## src/rtl/palm_run_locator.sv

```systemverilog
// palm_run_locator
// Scans a raster-ordered binary (hand/background) pixel stream and reports the
// first horizontal run of hand pixels that is at least MIN_W wide.
//
// Ports
//   clk, rst          : clock (rising edge), synchronous active-high reset
//   pix_valid         : pixel strobe; nothing advances without it
//   pix               : segmented pixel, 1 = hand
//   sof               : start of frame, marks the accepted pixel as (0,0)
//   test_mode         : select palm_height_test as the reported height
//   palm_height_test  : externally supplied height
//   start_r/start_c   : first pixel of the qualified run
//   end_r/end_c       : last pixel of the qualified run
//   palm_width/height : run width and derived (or test) height
//   done              : level, result for the current frame is held
//   no_palm           : one-cycle pulse, frame ended without a result
//   busy              : scanning a frame
module palm_run_locator #(
  parameter int IMG_W = 160,
  parameter int IMG_H = 120,
  parameter int CW    = 8,
  parameter int MIN_W = 18
) (
  input  logic          clk,
  input  logic          rst,
  input  logic          pix_valid,
  input  logic          pix,
  input  logic          sof,
  input  logic          test_mode,
  input  logic [CW-1:0] palm_height_test,
  output logic [CW-1:0] start_r,
  output logic [CW-1:0] start_c,
  output logic [CW-1:0] end_r,
  output logic [CW-1:0] end_c,
  output logic [CW-1:0] palm_width,
  output logic [CW-1:0] palm_height,
  output logic          done,
  output logic          no_palm,
  output logic          busy
);

  localparam logic [1:0] IDLE = 2'd0;
  localparam logic [1:0] SCAN = 2'd1;
  localparam logic [1:0] DONE = 2'd2;

  localparam logic [CW-1:0] LAST_C = CW'(IMG_W - 1);
  localparam logic [CW-1:0] LAST_R = CW'(IMG_H - 1);
  localparam logic [CW:0]   MIN_WV = (CW + 1)'(MIN_W);

  logic [1:0]    r_state;
  logic [CW-1:0] r_row, r_col;
  logic          r_open;
  logic [CW-1:0] r_run_c;
  logic [CW-1:0] r_start_r, r_start_c, r_end_r, r_end_c, r_width, r_height;
  logic          r_no_palm;

  logic [1:0]    w_state;
  logic [CW-1:0] w_row, w_col;
  logic          w_last_col, w_frame_end;
  logic          w_open, w_close, w_qual;
  logic [CW-1:0] w_run_start, w_end_c;
  logic [CW:0]   w_width;
  logic [CW+1:0] w_hsum;
  logic [CW-1:0] w_height;

  // sof is folded in here so that the sof pixel is processed as (0,0) in SCAN
  // with an empty run tracker, whatever state the block was in.
  always_comb begin
    w_row       = sof ? '0 : r_row;
    w_col       = sof ? '0 : r_col;
    w_state     = sof ? SCAN : r_state;
    w_open      = sof ? 1'b0 : r_open;
    w_last_col  = (w_col == LAST_C);
    w_frame_end = w_last_col && (w_row == LAST_R);
    w_run_start = w_open ? r_run_c : w_col;
    // A hand pixel closes the run only at the row edge (and is part of it);
    // a background pixel closes an open run just before itself.
    w_close     = pix ? w_last_col : w_open;
    w_end_c     = pix ? w_col : (w_col - CW'(1));
    w_width     = {1'b0, w_end_c} - {1'b0, w_run_start} + (CW + 1)'(1);
    w_qual      = (w_state == SCAN) && w_close && (w_width >= MIN_WV);
    // floor(3w/2) == w + floor(w/2)
    w_hsum      = {1'b0, w_width} + {2'b00, w_width[CW:1]};
    w_height    = (|w_hsum[CW+1:CW]) ? '1 : w_hsum[CW-1:0];
  end

  always_ff @(posedge clk) begin
    if (rst) begin
      r_state   <= IDLE;
      r_row     <= '0;
      r_col     <= '0;
      r_open    <= 1'b0;
      r_run_c   <= '0;
      r_start_r <= '0;
      r_start_c <= '0;
      r_end_r   <= '0;
      r_end_c   <= '0;
      r_width   <= '0;
      r_height  <= '0;
      r_no_palm <= 1'b0;
    end else begin
      r_no_palm <= 1'b0;
      if (pix_valid) begin
        if (w_last_col) begin
          r_col <= '0;
          r_row <= w_frame_end ? '0 : (w_row + CW'(1));
        end else begin
          r_col <= w_col + CW'(1);
          r_row <= w_row;
        end

        if (w_state == SCAN) begin
          if (w_qual) begin
            r_start_r <= w_row;
            r_start_c <= w_run_start;
            r_end_r   <= w_row;
            r_end_c   <= w_end_c;
            r_width   <= w_width[CW-1:0];
            r_height  <= test_mode ? palm_height_test : w_height;
            r_open    <= 1'b0;
            r_state   <= DONE;
          end else if (w_frame_end) begin
            r_no_palm <= 1'b1;
            r_open    <= 1'b0;
            r_state   <= IDLE;
          end else begin
            r_state <= SCAN;
            r_open  <= pix && !w_last_col;
            if (pix && !w_open) begin
              r_run_c <= w_col;
            end
          end
        end else begin
          r_state <= w_state;
        end
      end
    end
  end

  assign start_r     = r_start_r;
  assign start_c     = r_start_c;
  assign end_r       = r_end_r;
  assign end_c       = r_end_c;
  assign palm_width  = r_width;
  assign palm_height = r_height;
  assign done        = (r_state == DONE);
  assign no_palm     = r_no_palm;
  assign busy        = (r_state == SCAN);

endmodule

```

## config.mk

```make
export PLATFORM = sky130hd
export DESIGN_NAME = palm_run_locator
export DESIGN_NICKNAME = d
export VERILOG_FILES = /design/src/rtl/palm_run_locator.sv
export SDC_FILE = /design/constraint.sdc
export NUM_CORES = 1
export LEC_CHECK = 0
export CAP_MARGIN = 15
export CORE_AREA = 4 4 94 96
export CTS_CLUSTER_DIAMETER = 80
export CTS_CLUSTER_SIZE = 8
export DETAILED_ROUTE_END_ITERATION = 7
export DIE_AREA = 0 0 98 100
export PLACE_DENSITY_LB_ADDON = 0.1
export SLEW_MARGIN = 25
export SYNTH_ARGS = -nofsm -noshare
export SYNTH_HDL_FRONTEND = slang
export SYNTH_SLANG_ARGS = --single-unit
```

## constraint.sdc

```tcl
create_clock -name clk -period 6.3 [get_ports clk]
set_input_delay 1.26 -clock clk [delete_from_list [all_inputs] [get_ports clk]]
set_output_delay 1.26 -clock clk [all_outputs]
set_load 0.02 [all_outputs]
```

# Word level (Yosys, flattened, before mapping)

Cells that the tools add are included.

Logic and storage cells: 57
Register bits after elaboration: 68

$add $sub $neg: 6
Equal/unequal tests: 5
Muxes and demuxes: 18
Order comparisons: 1
Bitwise logic cells: 4
Reduce and logical (&&, ||, !) cells: 12

Operators with widths:

| cell                                                              | number |
|---|---|
| two-way mux 8 bit                                                 | 9 |
| adder 8 x 1 -> 8 bit, second input constant                       | 2 |
| adder 9 x 8 -> 10 bit                                             | 1 |
| adder 9 x 1 -> 9 bit, second input constant                       | 1 |
| greater-or-equal comparator 9 x 5 -> 1 bit, second input constant | 1 |
| subtractor 8 x 8 -> 9 bit                                         | 1 |
| == test 8 x 7 -> 1 bit, second input constant                     | 1 |
| == test 8 bit, second input constant                              | 1 |
| subtractor 8 x 1 -> 8 bit, second input constant                  | 1 |
| two-way mux 1 bit                                                 | 6 |
| two-way mux 2 bit                                                 | 3 |
| logical AND 1 bit                                                 | 5 |
| AND reduction 5 bit                                               | 1 |
| == test 2 x 1 -> 1 bit, second input constant                     | 2 |
| NOT 1 bit                                                         | 4 |
| OR reduction 4 bit                                                | 1 |
| AND reduction 3 bit                                               | 1 |
| == test 2 bit, second input constant                              | 1 |
| logical NOT 1 bit                                                 | 2 |
| AND reduction 2 bit                                               | 1 |
| OR reduction 2 bit                                                | 1 |

# Depth between registers and ports, before layout

Depth in word-level cells: 9
Mapped depth: 24
Mapped depth without buffers: 22

# Worst setup path after synthesis

OpenSTA, ideal clock, no wires.

Path kind: input to register
From: input port sof
To: register r_height[2] (netlist: palm_height[2])
Arrival time: 5379 ps
Path buffers: 2
Setup slack: 791 ps
Cell stages on the path: 23
Cells stage by stage: clkbuf_1 > nor2b_1 > inv_1 > ha_1 > nand2b_1 > or4_1 > o221ai_1 > ha_1 > ha_1 > a21oi_1 > nor2b_2 > or3_4 > and2_1 > clkbuf_1 > inv_1 > ha_1 > nor2_1 > a21oi_1 > nand4_1 > a221oi_1 > a41oi_4 > o311ai_1 > a21oi_1

Longest elaborated chain between the ends: 9
Elaborated cells on any way between the ends: 19
Classes of those cells: add/sub: 4; order compare: 1; eq/ne: 2; mux: 8; reduce/logical: 4

RTL lines:

| element                     | RTL line | RTL |
|---|---|---|
| start, declared             | 28       | `input logic sof,` |
| two-way mux 8 bit *         | 70       | `w_col = sof ? '0 : r_col;` |
| subtractor 8 x 1 -> 8 bit   | 79       | `w_end_c = pix ? w_col : (w_col - CW'(1));` |
| two-way mux 8 bit *         | 79       |  |
| named net w_end_c[4]        | 61       | `logic [CW-1:0] w_run_start, w_end_c;` |
| subtractor 8 x 8 -> 9 bit * | 80       | `w_width = {1'b0, w_end_c} - {1'b0, w_run_start} + (CW + 1)'(1);` |
| adder 9 x 1 -> 9 bit *      | 80       |  |
| named net w_width[6]        | 62       | `logic [CW:0] w_width;` |
| adder 9 x 8 -> 10 bit       | 83       | `w_hsum = {1'b0, w_width} + {2'b00, w_width[CW:1]};` |
| OR reduction 2 bit          | 84       | `w_height = (\|w_hsum[CW+1:CW]) ? '1 : w_hsum[CW-1:0];` |
| two-way mux 8 bit           | 84       |  |
| two-way mux 8 bit           | 119      | `r_height <= test_mode ? palm_height_test : w_height;` |
| end signal, assigned        | 119      |  |
| end, declared               | 54       | `logic [CW-1:0] r_start_r, r_start_c, r_end_r, r_end_c, r_width, r_height;` |

The timed path passes the listed nets; every way through them passes the cells marked *.
A chain may end at the register's enable or synchronous reset.

# Final worst setup path

From: input port sof
To: register r_height[4] (netlist: palm_height[4])

Longest elaborated chain between the ends: 9
Elaborated cells on any way between the ends: 19
Classes of those cells: add/sub: 4; order compare: 1; eq/ne: 2; mux: 8; reduce/logical: 4

RTL lines:

| element                     | RTL line |
|---|---|
| two-way mux 8 bit *         | 70 |
| subtractor 8 x 1 -> 8 bit   | 79 |
| two-way mux 8 bit *         | 79 |
| named net w_end_c[4]        | 61 |
| subtractor 8 x 8 -> 9 bit * | 80 |
| adder 9 x 1 -> 9 bit *      | 80 |
| adder 9 x 8 -> 10 bit       | 83 |
| OR reduction 2 bit          | 84 |
| two-way mux 8 bit           | 84 |
| two-way mux 8 bit           | 119 |

Marks and branches as above.

==> flow_metrics.env <==
export IMPL_status="completed"
export IMPL_arrival_ns=6.14
export IMPL_synth_top_cell_area_share_pct=31.4
export IMPL_yosysWarnings=0
export IMPL_worstMarginPinSlew_ns=0.766
export IMPL_regArea_mm2=0.00136
export IMPL_synth_common_cells="nand2_1 (77), dfxtp_1 (68), a21oi_1 (65)"
export IMPL_startpoint="sof"
export IMPL_power_internal_mw=0.779
export IMPL_drt_wirelength_per_cell_um=15.9
export IMPL_cp_max_fo=8
export IMPL_min_period_ns=5.93
export IMPL_fmax_mhz=169
export IMPL_cts_buffer_depth=2
export IMPL_cts_tree="done"
export IMPL_max_slew_margin_pct=48.9
export IMPL_numCtsBuffers=9
export IMPL_start_util_pct=53.9
export IMPL_antenna_cells=0
export IMPL_swShare_pct=33.2
export IMPL_syn_inst=547
export IMPL_required_ns=6.50
export IMPL_min_path_type="flop to flop"
export IMPL_grt_busiest_layer="met2"
export IMPL_grt_use_met1_pct=31.0
export IMPL_synthArstFlopShare_pct=0
export IMPL_p_seq_share_pct=37.3
export IMPL_period_share_pct=94.2
export IMPL_post_place_ws_ns=0.0309
export IMPL_p_clk_share_pct=30.5
export IMPL_grt_util_met3_pct=3.41
export IMPL_num_rows=33
export IMPL_drive_gt1_share_pct=10.9
export IMPL_finalClockSkew_ns=0.00874
export IMPL_vias_per_cell=5.73
export IMPL_finalNetCount=651
export IMPL_drt_wl_total_mm=11.4
export IMPL_drc=0
export IMPL_fp_dieH_um=100
export IMPL_num_fill_cells=722
export IMPL_syn_nets=595
export IMPL_ys_ff_latch=68
export IMPL_post_cts_setup_buffers=0
export IMPL_start_kind="primary input"
export IMPL_grt_max_degree=72
export IMPL_vias=4085
export IMPL_syn_area_mm2=0.00434
export IMPL_placed_cell_area_mm2=0.00506
export IMPL_setup_ws_ns=0.365
export IMPL_io_buffers=64
export IMPL_rsz0062_at_grt="no"
export IMPL_yosysSeqAreaShare_pct=31.4
export IMPL_die_area_mm2=0.00980
export IMPL_antenna_found_initial=0
export IMPL_yosysTopAreaCell="dfxtp_1"
export IMPL_insertion_delay_ns=0.34
export IMPL_grt_ovfl_total=0
export IMPL_synth_ff_type="dfxtp_1"
export IMPL_hold_violations=0
export IMPL_globalplace_congestion=0.915
export IMPL_grt_pass1_wl_mm=19.2
export IMPL_end_kind="flop"
export IMPL_path_class="primary input to flop"
export IMPL_root_buffer="clkbuf_8"
export IMPL_yosysMostFrequentCell="nand2_1"
export IMPL_power_frac_comb_pct=32.3
export IMPL_ant_nets=0
export IMPL_fin_area_mm2=0.00526
export IMPL_core_mm2=0.00805
export IMPL_hp_start="end_c[5]$_SDFFE_PP0P_"
export IMPL_clk_pin_slew_ns=0.08
export IMPL_avgSynthCellArea_um2=7.93
export IMPL_power_density_mw_per_mm2=222
export IMPL_hpwl_mm=8.24
export IMPL_drv_cap=0
export IMPL_tns_ns=0
export IMPL_met2_usage_pct=40.5
export IMPL_finalSetupViolCount=0
export IMPL_switchingPower_mw=0.388
export IMPL_dr_pass1_iters=4
export IMPL_ys_types=67
export IMPL_synth_edf_count=0
export IMPL_power_leakage_nw=1.94
export IMPL_drtIter0Drc=160
export IMPL_grtUsageTotal_pct=23.7
export IMPL_multi_input_area_mm2=0.00268
export IMPL_rr_startpoint="r_col[1]$_SDFFE_PP0P_"
export IMPL_h_tree_depth=3
export IMPL_clkSinkCount=68
export IMPL_dieWidth_um=98
export IMPL_drv_slew=0
export IMPL_syn2layout_area_growth_pct=21.1
export IMPL_grt_pass1_vias=3991
export IMPL_ir_drop_mv=0.172
export IMPL_synth_area_top_cells="dfxtp_1 (31%), ha_1 (9.2%), a21oi_1 (7.5%)"
export IMPL_io_pins=65
-- cells by family (layout without fill, tap and decap cells) --
group / count (synthesis) / in the layout / synth area share (%)
buf+inv: 63 / 124 / 7.15
simple gates: 224 / 224 / 26.4
fa+ha+maj: 34 / 34 / 10.1
xor+xnor: 8 / 8 / 1.61
compound gates: 140 / 140 / 20.8
flops: 68 / 68 / 31.4
mux: 10 / 10 / 2.51
-- state kept, by name (all words and copies together), names as in the netlist --
register	flops
r_row	8
r_run_c	8
start_c	8
r_state	2
r_col	8
end_c	8
r_open	1
end_r	8
palm_width	8
palm_height	8
no_palm	1
-- critical path: stages --
cell	delay, ns
clkdlybuf4s50_1	0.53
buf_4	0.16
nor2b_1	0.07
inv_1	0.06
ha_1	0.13
nand2b_1	0.11
or4_1	0.42
o221ai_1	0.12
ha_1	0.29
ha_1	0.36
a21oi_1	0.19
nor2b_2	0.09
or4_1	0.50
nand3_1	0.17
and2_2	0.20
inv_1	0.07
ha_1	0.34
nand4_1	0.09
a221oi_1	0.40
a41oi_4	0.12
o311ai_1	0.34
a21oi_1	0.10
-- stage by stage --
stage,hold slack [ns],power (mW),cells,utilization (%)
final,0.455,1.17,713,65.3
after global routing,0.474,1.23,713,65.3
after CTS,0.457,1.17,713,65.2
after detailed placement,0.446,0.813,697,62.8
after global placement,0.443,0.805,696,62.6
after floorplan,0.450,0.714,547,-
-- power groups by stage --
stage | Clock, mW | Combinational [mW] | Sequential, mW
floorplan | 0 | 0.270 | 0.444
global placement | 0 | 0.360 | 0.445
detailed placement | 0 | 0.368 | 0.445
CTS | 0.362 | 0.372 | 0.435
global route | 0.382 | 0.415 | 0.435
finish | 0.356 | 0.377 | 0.435
-- final timing paths --
check | end | slack [ns] | cells after the start
max reg2reg | palm_height[4]$_SDFFE_PP0P_ | 1.43 | 20
min | end_c[5]$_SDFFE_PP0P_ | 0.46 | 2
min reg2reg | end_c[5]$_SDFFE_PP0P_ | 0.46 | 2
max | palm_height[4]$_SDFFE_PP0P_ | 0.37 | 22
-- cell type report --
type	instances	area share, %
Sequential cell	68	25.9
Timing Repair Buffer	87	15.5
Tap cell	105	2.50
Multi-Input combinational cell	416	50.9
Clock buffer	10	2.43
Clock inverter	6	1.24
Inverter	21	1.50
-- layout by cell type, fill, tap and decap left out, types with 6 or more instances in the layout --
cell type        synthesis  layout
clkdlybuf4s50_1          0      63
nand2b_1                12      12
nand3_1                 15      15
clkbuf_8                 0       9
nor2_1                  43      43
buf_4                   10      22
nor4_1                  10      10
dfxtp_1                 68      68
a21oi_1                 65      64
inv_1                   20      20
o311ai_1                 6       6
nand2_1                 77      77
nor2b_1                 13      13
xnor2_1                  7       7
o21ai_0                 25      25
mux2_2                   7       7
ha_1                    32      32
nor3_1                  11      11
-- layer usage --
| metal | vias to the layer above | part of all wire (%) |
|---|---|---|
| li1 | 2049 | - |
| met3 | 13 | 4.7 |
| met5 | - | 0 |
| met1 | 1921 | 45 |
| met4 | 0 | 1.5 |
| met2 | 102 | 49 |
-- timing repair --
item | in CTS | in global routing
hold buffers | 0 | 0
setup endpoints to repair | 0 | 6
gates resized for setup | 0 | 2
endpoints found under the hold margin | 0 | 0
(Power assumes the default switching activity.)
